$ cat src/rtl/pcs_pkg.sv
// Shared 100GbE PCS definitions: coded block width, sync headers and the
// PCS IDLE control block used as the fill word.
package pcs_pkg;

  localparam int unsigned NB_DATA_CODED = 66;

  typedef enum logic [1:0] {
    SH_DATA = 2'b01,
    SH_CTRL = 2'b10
  } sync_hdr_e;

  // Control block, block type 0x1E, all eight characters /I/.
  localparam logic [NB_DATA_CODED-1:0] PCS_IDLE = 66'h2_1E00_0000_0000_0000;

endpackage

$ cat src/rtl/clock_comp_tx_fifo.sv
// Synchronous FIFO for clock_comp_tx.
//   i_clock/i_reset : clock, async active-low reset
//   i_clear         : synchronous clear of pointers
//   i_wr/i_wr_data  : push (ignored when full)
//   i_rd            : pop (ignored when empty)
//   o_head          : current head word, combinational
//   o_full/o_empty  : status of the current (pre-edge) contents
module clock_comp_tx_fifo #(
  parameter int unsigned NB_DATA = 66,
  parameter int unsigned NB_ADDR = 5
) (
  input  logic               i_clock,
  input  logic               i_reset,
  input  logic               i_clear,
  input  logic               i_wr,
  input  logic [NB_DATA-1:0] i_wr_data,
  input  logic               i_rd,
  output logic [NB_DATA-1:0] o_head,
  output logic               o_full,
  output logic               o_empty
);

  localparam int unsigned DEPTH = 1 << NB_ADDR;

  logic [NB_DATA-1:0] mem_q [0:DEPTH-1];
  logic [NB_ADDR:0]   wr_ptr_q, wr_ptr_d;
  logic [NB_ADDR:0]   rd_ptr_q, rd_ptr_d;
  logic               wr_en, rd_en;

  // Extra pointer MSB distinguishes full from empty when the indices match.
  always_comb begin
    o_empty  = (wr_ptr_q == rd_ptr_q);
    o_full   = (wr_ptr_q[NB_ADDR] != rd_ptr_q[NB_ADDR]) &&
               (wr_ptr_q[NB_ADDR-1:0] == rd_ptr_q[NB_ADDR-1:0]);
    wr_en    = i_wr & ~o_full;
    rd_en    = i_rd & ~o_empty;
    o_head   = mem_q[rd_ptr_q[NB_ADDR-1:0]];
    wr_ptr_d = wr_ptr_q;
    rd_ptr_d = rd_ptr_q;
    if (i_clear) begin
      wr_ptr_d = '0;
      rd_ptr_d = '0;
    end else begin
      if (wr_en) wr_ptr_d = wr_ptr_q + (NB_ADDR+1)'(1);
      if (rd_en) rd_ptr_d = rd_ptr_q + (NB_ADDR+1)'(1);
    end
  end

  always_ff @(posedge i_clock or negedge i_reset) begin
    if (!i_reset) begin
      wr_ptr_q <= '0;
      rd_ptr_q <= '0;
    end else begin
      wr_ptr_q <= wr_ptr_d;
      rd_ptr_q <= rd_ptr_d;
    end
  end

  always_ff @(posedge i_clock) begin
    if (wr_en && !i_clear) mem_q[wr_ptr_q[NB_ADDR-1:0]] <= i_wr_data;
  end

endmodule

$ cat src/rtl/clock_comp_tx.sv
// Transmit-side clock compensation for the 100GbE PCS.
// Reserves N_LANES output slots per alignment period for aligner markers and
// deletes an equal number of full PCS IDLE blocks from the input stream.
//   i_clock, i_reset (async, active-low), i_rf_enable (low = sync clear)
//   i_valid/i_data   : coded input blocks
//   o_valid/o_data   : compensated blocks, one cycle after i_valid
//   o_am_insert      : output slot reserved for a marker (o_data = PCS_IDLE)
//   o_overflow       : sticky, write dropped on full FIFO
//   o_underflow      : sticky, read on empty FIFO substituted PCS_IDLE
module clock_comp_tx #(
  parameter int unsigned NB_DATA_CODED   = pcs_pkg::NB_DATA_CODED,
  parameter int unsigned AM_BLOCK_PERIOD = 16383,
  parameter int unsigned N_LANES         = 20,
  parameter int unsigned NB_ADDR         = 5
) (
  input  logic                     i_clock,
  input  logic                     i_reset,
  input  logic                     i_rf_enable,
  input  logic                     i_valid,
  input  logic [NB_DATA_CODED-1:0] i_data,
  output logic [NB_DATA_CODED-1:0] o_data,
  output logic                     o_valid,
  output logic                     o_am_insert,
  output logic                     o_overflow,
  output logic                     o_underflow
);
  import pcs_pkg::*;

  localparam int unsigned PERIOD = N_LANES * (AM_BLOCK_PERIOD + 1);
  localparam int unsigned CNT_W  = $clog2(PERIOD);
  localparam int unsigned PEND_W = NB_ADDR + 1;
  localparam logic [CNT_W-1:0]         CNT_LAST = CNT_W'(PERIOD - 1);
  localparam logic [CNT_W-1:0]         N_SLOTS  = CNT_W'(N_LANES);
  localparam logic [NB_DATA_CODED-1:0] IDLE     = NB_DATA_CODED'(PCS_IDLE);

  logic [CNT_W-1:0]         cnt_q, cnt_d;
  logic [PEND_W-1:0]        pend_q, pend_d;
  logic [NB_DATA_CODED-1:0] data_q, data_d;
  logic                     valid_q, valid_d;
  logic                     am_q, am_d;
  logic                     ovf_q, ovf_d;
  logic                     unf_q, unf_d;

  logic                     am_slot, del, wr, rd;
  logic [NB_DATA_CODED-1:0] fifo_head;
  logic                     fifo_full, fifo_empty;

  always_comb begin
    am_slot = i_valid & (cnt_q < N_SLOTS);
    del     = i_valid & (i_data == IDLE) & (pend_q != '0);
    wr      = i_valid & ~del;
    rd      = i_valid & ~am_slot;
  end

  clock_comp_tx_fifo #(
    .NB_DATA (NB_DATA_CODED),
    .NB_ADDR (NB_ADDR)
  ) u_fifo (
    .i_clock   (i_clock),
    .i_reset   (i_reset),
    .i_clear   (~i_rf_enable),
    .i_wr      (wr),
    .i_wr_data (i_data),
    .i_rd      (rd),
    .o_head    (fifo_head),
    .o_full    (fifo_full),
    .o_empty   (fifo_empty)
  );

  always_comb begin
    cnt_d   = cnt_q;
    pend_d  = pend_q;
    data_d  = data_q;
    valid_d = i_valid;
    am_d    = am_slot;
    ovf_d   = ovf_q | (wr & fifo_full);
    unf_d   = unf_q | (rd & fifo_empty);
    if (i_valid) begin
      cnt_d  = (cnt_q == CNT_LAST) ? '0 : cnt_q + CNT_W'(1);
      data_d = (am_slot || fifo_empty) ? IDLE : fifo_head;
    end
    // A slot and a delete in the same cycle cancel out; a delete implies
    // pend_q != 0, so only the increment needs saturation.
    unique case ({am_slot, del})
      2'b10:   if (pend_q != '1) pend_d = pend_q + PEND_W'(1);
      2'b01:   pend_d = pend_q - PEND_W'(1);
      default: pend_d = pend_q;
    endcase
    if (!i_rf_enable) begin
      cnt_d   = '0;
      pend_d  = '0;
      data_d  = IDLE;
      valid_d = 1'b0;
      am_d    = 1'b0;
      ovf_d   = 1'b0;
      unf_d   = 1'b0;
    end
  end

  always_ff @(posedge i_clock or negedge i_reset) begin
    if (!i_reset) begin
      cnt_q   <= '0;
      pend_q  <= '0;
      data_q  <= IDLE;
      valid_q <= 1'b0;
      am_q    <= 1'b0;
      ovf_q   <= 1'b0;
      unf_q   <= 1'b0;
    end else begin
      cnt_q   <= cnt_d;
      pend_q  <= pend_d;
      data_q  <= data_d;
      valid_q <= valid_d;
      am_q    <= am_d;
      ovf_q   <= ovf_d;
      unf_q   <= unf_d;
    end
  end

  always_comb begin
    o_data      = data_q;
    o_valid     = valid_q;
    o_am_insert = am_q;
    o_overflow  = ovf_q;
    o_underflow = unf_q;
  end

endmodule

$ cat config.mk
export PLATFORM = sky130hd
export DESIGN_NAME = clock_comp_tx
export DESIGN_NICKNAME = d
export VERILOG_FILES = /design/src/rtl/pcs_pkg.sv /design/src/rtl/clock_comp_tx_fifo.sv /design/src/rtl/clock_comp_tx.sv
export SDC_FILE = /design/constraint.sdc
export NUM_CORES = 2
export LEC_CHECK = 0
export ABC_CLOCK_PERIOD_IN_PS = 6620
export CAP_MARGIN = 40
export CELL_PAD_IN_SITES_DETAIL_PLACEMENT = 0
export CELL_PAD_IN_SITES_GLOBAL_PLACEMENT = 1
export CORE_UTILIZATION = 56
export CTS_CLUSTER_SIZE = 24
export DETAILED_ROUTE_END_ITERATION = 8
export HOLD_SLACK_MARGIN = 0.1
export PLACE_DENSITY_LB_ADDON = 0.12
export SLEW_MARGIN = 40
export SYNTH_ARGS = -nofsm -noshare
export SYNTH_HDL_FRONTEND = slang
export SYNTH_SLANG_ARGS = --single-unit
$ cat constraint.sdc
create_clock -name i_clock -period 6.62 [get_ports i_clock]
set_clock_uncertainty 0.05 [all_clocks]
set_input_delay 1.324 -clock i_clock [delete_from_list [all_inputs] [get_ports i_clock]]
set_output_delay 1.324 -clock i_clock [all_outputs]
set_load 0.03 [all_outputs]
==> Word-level counts from Yosys, hierarchy flattened <==
Memories as Yosys holds them, arrays and structs flattened.
Cells that the tools add are included.
{ "totals": {"ff_bits": 107, "latchBits": 0, "mem_bits_rw": 2112, "romBits": 0, "out_inout_bits": 70, "wordCells": 68, "memories": 1} }
{ "op_classes": {"n_addsub": 5, "mul": 0, "div_mod_pow": 0, "order_cmp": 1, "eq_ne": 13, "shifts": 0, "mux": 19, "bitwise": 15, "reduce_logical": 5} }
{ "mem_list": {"columns": ["name", "depth", "width", "rd", "rd_clocked_by_memory_dff", "write_ports", "line_no", "source"], "rows": [
  ["u_fifo.mem_q", 32, 66, 1, 0, 1, "clock_comp_tx_fifo.sv:25", "logic [NB_DATA-1:0] mem_q [0:DEPTH-1];"]
]} }
{ "op_table": {"columns": ["cell", "count"], "rows": [
  ["66-bit two-way mux", 3],
  ["66-bit == test (second input constant)", 1],
  ["19-bit two-way mux", 3],
  ["6-bit two-way mux", 6],
  ["19-bit by 1-bit adder with 19-bit output (second input constant)", 1],
  ["19-bit == test (second input constant)", 1],
  ["19-bit by 5-bit less-than comparator with 1-bit output (second input constant)", 1],
  ["6-bit by 1-bit adder with 6-bit output (second input constant)", 3],
  ["6-bit one-hot mux with 2 select lines", 1],
  ["1-bit AND", 9],
  ["6-bit == test", 1],
  ["1-bit two-way mux", 6],
  ["2-bit by 1-bit != test with 1-bit output (second input constant)", 3],
  ["6-bit != test (second input constant)", 1],
  ["6-bit nonzero test", 1],
  ["6-bit by 1-bit subtractor with 6-bit output (second input constant)", 1],
  ["5-bit == test", 1],
  ["1-bit NOT", 4],
  ["3-bit by 1-bit != test with 1-bit output (second input constant)", 1],
  ["3-bit != test (second input constant)", 1],
  ["2-bit by 1-bit == test with 1-bit output (second input constant)", 1],
  ["2-bit == test (second input constant)", 1],
  ["1-bit logical AND", 2],
  ["1-bit OR", 2],
  ["3 further kinds", 3]
]} }

==> Depth between registers and ports, before layout <==
{ "logic_depth": {"depth_word": 9, "ltp_mapped": 11} }

==> By module <==
From an unflattened synthesis, not the netlist that was laid out.
{ "unflattened": {"hier_cells": 3892, "hier_area_um2": 84479.8} }
{ "modules_own_cells": {"columns": ["module", "instances", "cells_per_inst", "area_each_um2", "seq_area_each_um2"], "rows": [
  ["clock_comp_tx_fifo", 1, 3529, 80287.0, 63721.1],
  ["clock_comp_tx", 1, 363, 4192.8, 2383.5]
]} }

==> Least setup slack after synthesis <==
No wires, ideal clock.
{ "synth_timing": {"kind": "input to register", "from": "input port i_valid", "to": "memory u_fifo.mem_q[19][0] (enable)", "setup_time_ns": 0.491, "arrival_time_ns": 5.120, "slack_ns": 0.959, "stages": 5, "n_path_buf": 1, "path_cell_list": "clkbuf_1 > inv_1 > a21oi_1 > nand4_1 > nor2_1"} }
{ "synth_via": {"elab_chain_cells": 8} }
{ "synth_rtl": {"columns": ["item", "line_no", "source"], "rows": [
  ["start: declaration", "clock_comp_tx.sv:19", "input logic i_valid,"],
  ["1-bit AND (2 in a row)", "clock_comp_tx.sv:50", "del = i_valid & (i_data == IDLE) & (pend_q != '0);"],
  ["1-bit NOT", "clock_comp_tx.sv:51", "wr = i_valid & ~del;"],
  ["1-bit AND (*)", "clock_comp_tx.sv:51", null],
  ["1-bit AND (*)", "clock_comp_tx_fifo.sv:35", "wr_en = i_wr & ~o_full;"],
  ["1-bit logical AND (*)", "clock_comp_tx_fifo.sv:60", "if (wr_en && !i_clear) mem_q[wr_ptr_q[NB_ADDR-1:0]] <= i_wr_data;"],
  ["1-bit two-way mux (*)", "clock_comp_tx_fifo.sv:60", null],
  ["1-bit two-way mux (not written as such) (*)", "clock_comp_tx_fifo.sv:60", null],
  ["end: declaration", "clock_comp_tx_fifo.sv:25", null]
]} }
Mark *: on every way between the ends. The rest lies on a longest branch, timed or not.

==> Worst setup path in the final report <==
{ "layout_timing": {"from": "input port i_data[20]", "to": "memory u_fifo.mem_q[7][22] (enable)"} }
{ "layout_via": {"elab_chain_cells": 9} }
{ "layout_rtl": {"columns": ["item", "line_no", "source"], "rows": [
  ["start: declaration", "clock_comp_tx.sv:20", "input logic [NB_DATA_CODED-1:0] i_data,"],
  ["66-bit == test", "clock_comp_tx.sv:50", null],
  ["1-bit AND (2 in a row)", "clock_comp_tx.sv:50", null],
  ["1-bit NOT", "clock_comp_tx.sv:51", null],
  ["1-bit AND", "clock_comp_tx.sv:51", null],
  ["1-bit AND", "clock_comp_tx_fifo.sv:35", null],
  ["1-bit logical AND", "clock_comp_tx_fifo.sv:60", null],
  ["1-bit two-way mux", "clock_comp_tx_fifo.sv:60", null],
  ["1-bit two-way mux (not written as such)", "clock_comp_tx_fifo.sv:60", null]
]} }
No other way between the ends.

==> summary.md <==
| Metric | Value |
|---|---|
| Status | `completed` |
| Number of flops mapped to enable cells by yosys | `2,112` |
| CTS sink cnt | `2,219` |
| Ys flop type | `edfxtp_1` |
| Post-synth top area share | `0.745` |
| GRT Resource Usage Total | `0.295` |
| Routed Antenna Nets | `0` |
| Residual DRC | `0` |
| DIE HEIGHT | `392 µm` |
| Initial antenna violation count | `3` |
| DP HPWL | `122,000 µm` |
| Worst slew pin tran | `0.883 ns` |
| Finish-stage setup viols | `0` |
| Initial drt markers | `4,895` |
| Synthesized area per cell | `23.3 µm²` |
| WP data required | `7.08 ns` |
| Die area | `154,000 µm²` |
| Largest stage delay, worst path | `0.84 ns` |
| Final worst setup slack | `1.79 ns` |
| Post-synth ARST share | `0.0482` |
| Initial Utilization | `0.566` |
| Vias per cell | `6.68` |
| RSZ-0062 raised after global routing | `false` |
| Final Hold Fails | `0` |
| Pleak | `30.0 nW` |
| Slowest cell on crit path | `nor2_4` |
| Root Buffer | `clkbuf_16` |
| Metal3 WL | `19,900 µm` |
| Crit end category | `flop` |
| CTS H-tree lvls | `4` |
| Ys Warns | `0` |
| Io pins | `140` |
| Crit share post-route | `0.730` |
| Synthesized area | `85,100 µm²` |
| Nets | `4,096` |
| PortBufs | `139` |
| Critical path data arrival time | `5.29 ns` |
| Most instantiated cells after synthesis | `2,112 x edfxtp_1, 660 x mux4_2, 115 x clkbuf_1, 102 x dfrtp_1, 85 x nand3_1` |
| Max-cap violations | `0` |
| Total power | `27.8 mW` |
| Critical path class | `primary input to flop` |
| Number of global-route vias before repair | `42,400` |
| Fraction of layout cells with a size suffix above 1 | `0.291` |
| Netlist cell types | `51` |
| Synthesized flop and latch total | `2,219` |
| Relative slew margins | `0.411` |
| Power Density | `285 nW/µm²` |
| Setup tns final | `0 ns` |
| Min Tclk post-route | `4.83 ns` |
| DRT Pass-1 Iters | `5` |
| Clk buf depth | `3` |
| Max layer used | `met4` |
| Critical path, cell by cell | `clkdlybuf4s50_1, nor4_1, buf_4, nand4_1, buf_4, nor3_1, buf_4, a21oi_1, nand4_1, nor2_4, buf_12` |
| Grt ovf | `0` |
| Synth top area cells | `edfxtp_1 75%, mux4_2 17%, dfrtp_1 3.0%` |
| Filler Cell Count | `9,724` |
| First-pass GRT wire length | `315,000 µm` |
| Most numerous cell on the critical path | `buf_4` |
| Final Max Slew Viols | `0` |
| Metal-1 WL | `85,800 µm` |
| Most common cell in the netlist | `edfxtp_1` |
| DIE WIDTH | `392 µm` |
| Vias | `41,500` |
| Cts repair resizes | `0` |
| WL per Instance | `35.5 µm` |
| Core ar. | `150,000 µm²` |
| Largest area contributor in the netlist | `edfxtp_1` |
| Hold_buf cts | `0` |
| Worst Hold Class | `primary input to async pin` |
| Instance count of the mapped netlist | `3,652` |
| Largest net degree at the start of global routing | `72` |
| Clock transition at path regs | `0.06 ns` |
| CTS tree | `yes` |
| Syn_nets | `3,733` |
| Fmax | `0.207 GHz` |
| Dpl ws | `0.898 ns` |
| Seq/Total Area, Yosys | `0.777` |
| VDD IR max | `0.286 mV` |
| Clk Latency, worst-skew pair | `0.85 ns` |
| CP Max Fanout | `30` |
| CTS Buf Count | `211` |
| Hold_ws | `0.325 ns` |
| Post-CTS Setup Bufs | `0` |
| Met2 routed WL | `109,000 µm` |
| GP Congestion | `0.798` |
| Final wirelength | `220,000 µm` |
| Num rows | `142` |
| CP startpoint kind | `primary input` |
| Area delta synth->final | `14.6%` |
[cells by family (layout without fill, tap and decap cells)]
kind of cell               Yosys count  after routing  share of synthesized area
muxes                              666            666                      0.175
adders and majority gates           11             11                    0.00171
xor gates and xnor gates            14             14                    0.00144
other                                0              4                          0
DFF                               2219           2219                      0.777
AOI/OAI and AO/OA                   76             76                    0.00543
and+or+nand+nor                    463            463                     0.0287
buffers and inverters              203            746                     0.0105
[layout make-up]
cell class	instances	area, µm²	area share
clock inverter	97	881	0.00903
antenna	4	10.0	0.000103
timing repair buffer	341	3620	0.0371
multi-input combinational	1230	18400	0.189
clock buffer	296	5900	0.0605
sequential	2219	66100	0.678
tap	2016	2520	0.0259
inverter	12	45.0	0.000462
[worst max-delay path, delay by kind of cell]
| family | cells | cell delay (ns) |
|---|---|---|
| and+or+nand+nor | 5 | 1.89 |
| AOI/OAI and AO/OA | 1 | 0.35 |
| buffers and inverters | 5 | 1.66 |
[layer usage]
layer / track usage / up-vias
met5: 0 / -
met4: 0.0858 / 0
met3: 0.0482 / 328
met2: 0.473 / 2360
met1: 0.426 / 22400
li1: - / 16400
[power breakdown]
| part | internal, mW | switching [mW] | leakage [nW] |
|---|---|---|---|
| Sequential | 15.4 | 0.0190 | 20.5 |
| Combinational | 0.135 | 0.438 | 6.22 |
| Clock | 6.75 | 5.08 | 3.32 |
| Total | 22.3 | 5.54 | 30.0 |
[registers in the layout, indices dropped and copies added, names as in the netlist]
register         cells
cnt_q               19
o_am_insert          1
o_data              66
o_overflow           1
o_underflow          1
o_valid              1
pend_q               6
u_fifo.mem_q      2112
u_fifo.rd_ptr_q      6
u_fifo.wr_ptr_q      6
[through the flow]
| step | util | cells | area (µm²) |
|---|---|---|---|
| 4_1_cts | 0.649 | 6210 | 97500 |
| 2_1_floorplan | - | 3652 | 85100 |
| 6_report | 0.649 | 6215 | 97500 |
| 5_1_grt | 0.649 | 6211 | 97500 |
| 3_3_place_gp | 0.600 | 5801 | 90200 |
| 3_5_place_dp | 0.603 | 5817 | 90700 |
[cell usage in the layout (no fill, tap or decap), types with 14 or more instances in the layout]
cell type	instances
a21oi_1	23
buf_12	29
buf_4	139
buf_6	20
bufinv_16	14
clkbuf_1	64
clkbuf_16	219
clkdlybuf4s50_1	138
clkinv_1	30
clkinv_2	41
dfrtp_1	97
edfxtp_1	2112
mux4_2	660
nand2_1	83
nand2b_1	65
nand3_1	85
nand4_1	81
nor2_1	29
nor2_4	35
nor4_1	19
o21ai_0	19
[worst paths after layout]
kind                                        start                       endpoint  slack, ns  cells after the start
max                                    i_data[20]  u_fifo.mem_q[7][22]$_DFFE_PP_       1.79                     11
min                                       i_reset         o_data[52]$_DFFE_PN0P_       0.33                      1
max reg2reg                 pend_q[0]$_DFFE_PN0P_  u_fifo.mem_q[7][22]$_DFFE_PP_       2.20                      7
min reg2reg                o_data[53]$_DFFE_PN0P_         o_data[53]$_DFFE_PN0P_       0.43                      2
max in group asynchronous                 i_reset         o_data[15]$_DFFE_PN0P_       4.77                      3
min in group i_clock       o_data[53]$_DFFE_PN0P_         o_data[53]$_DFFE_PN0P_       0.43                      2
(Power assumes the default switching activity.)
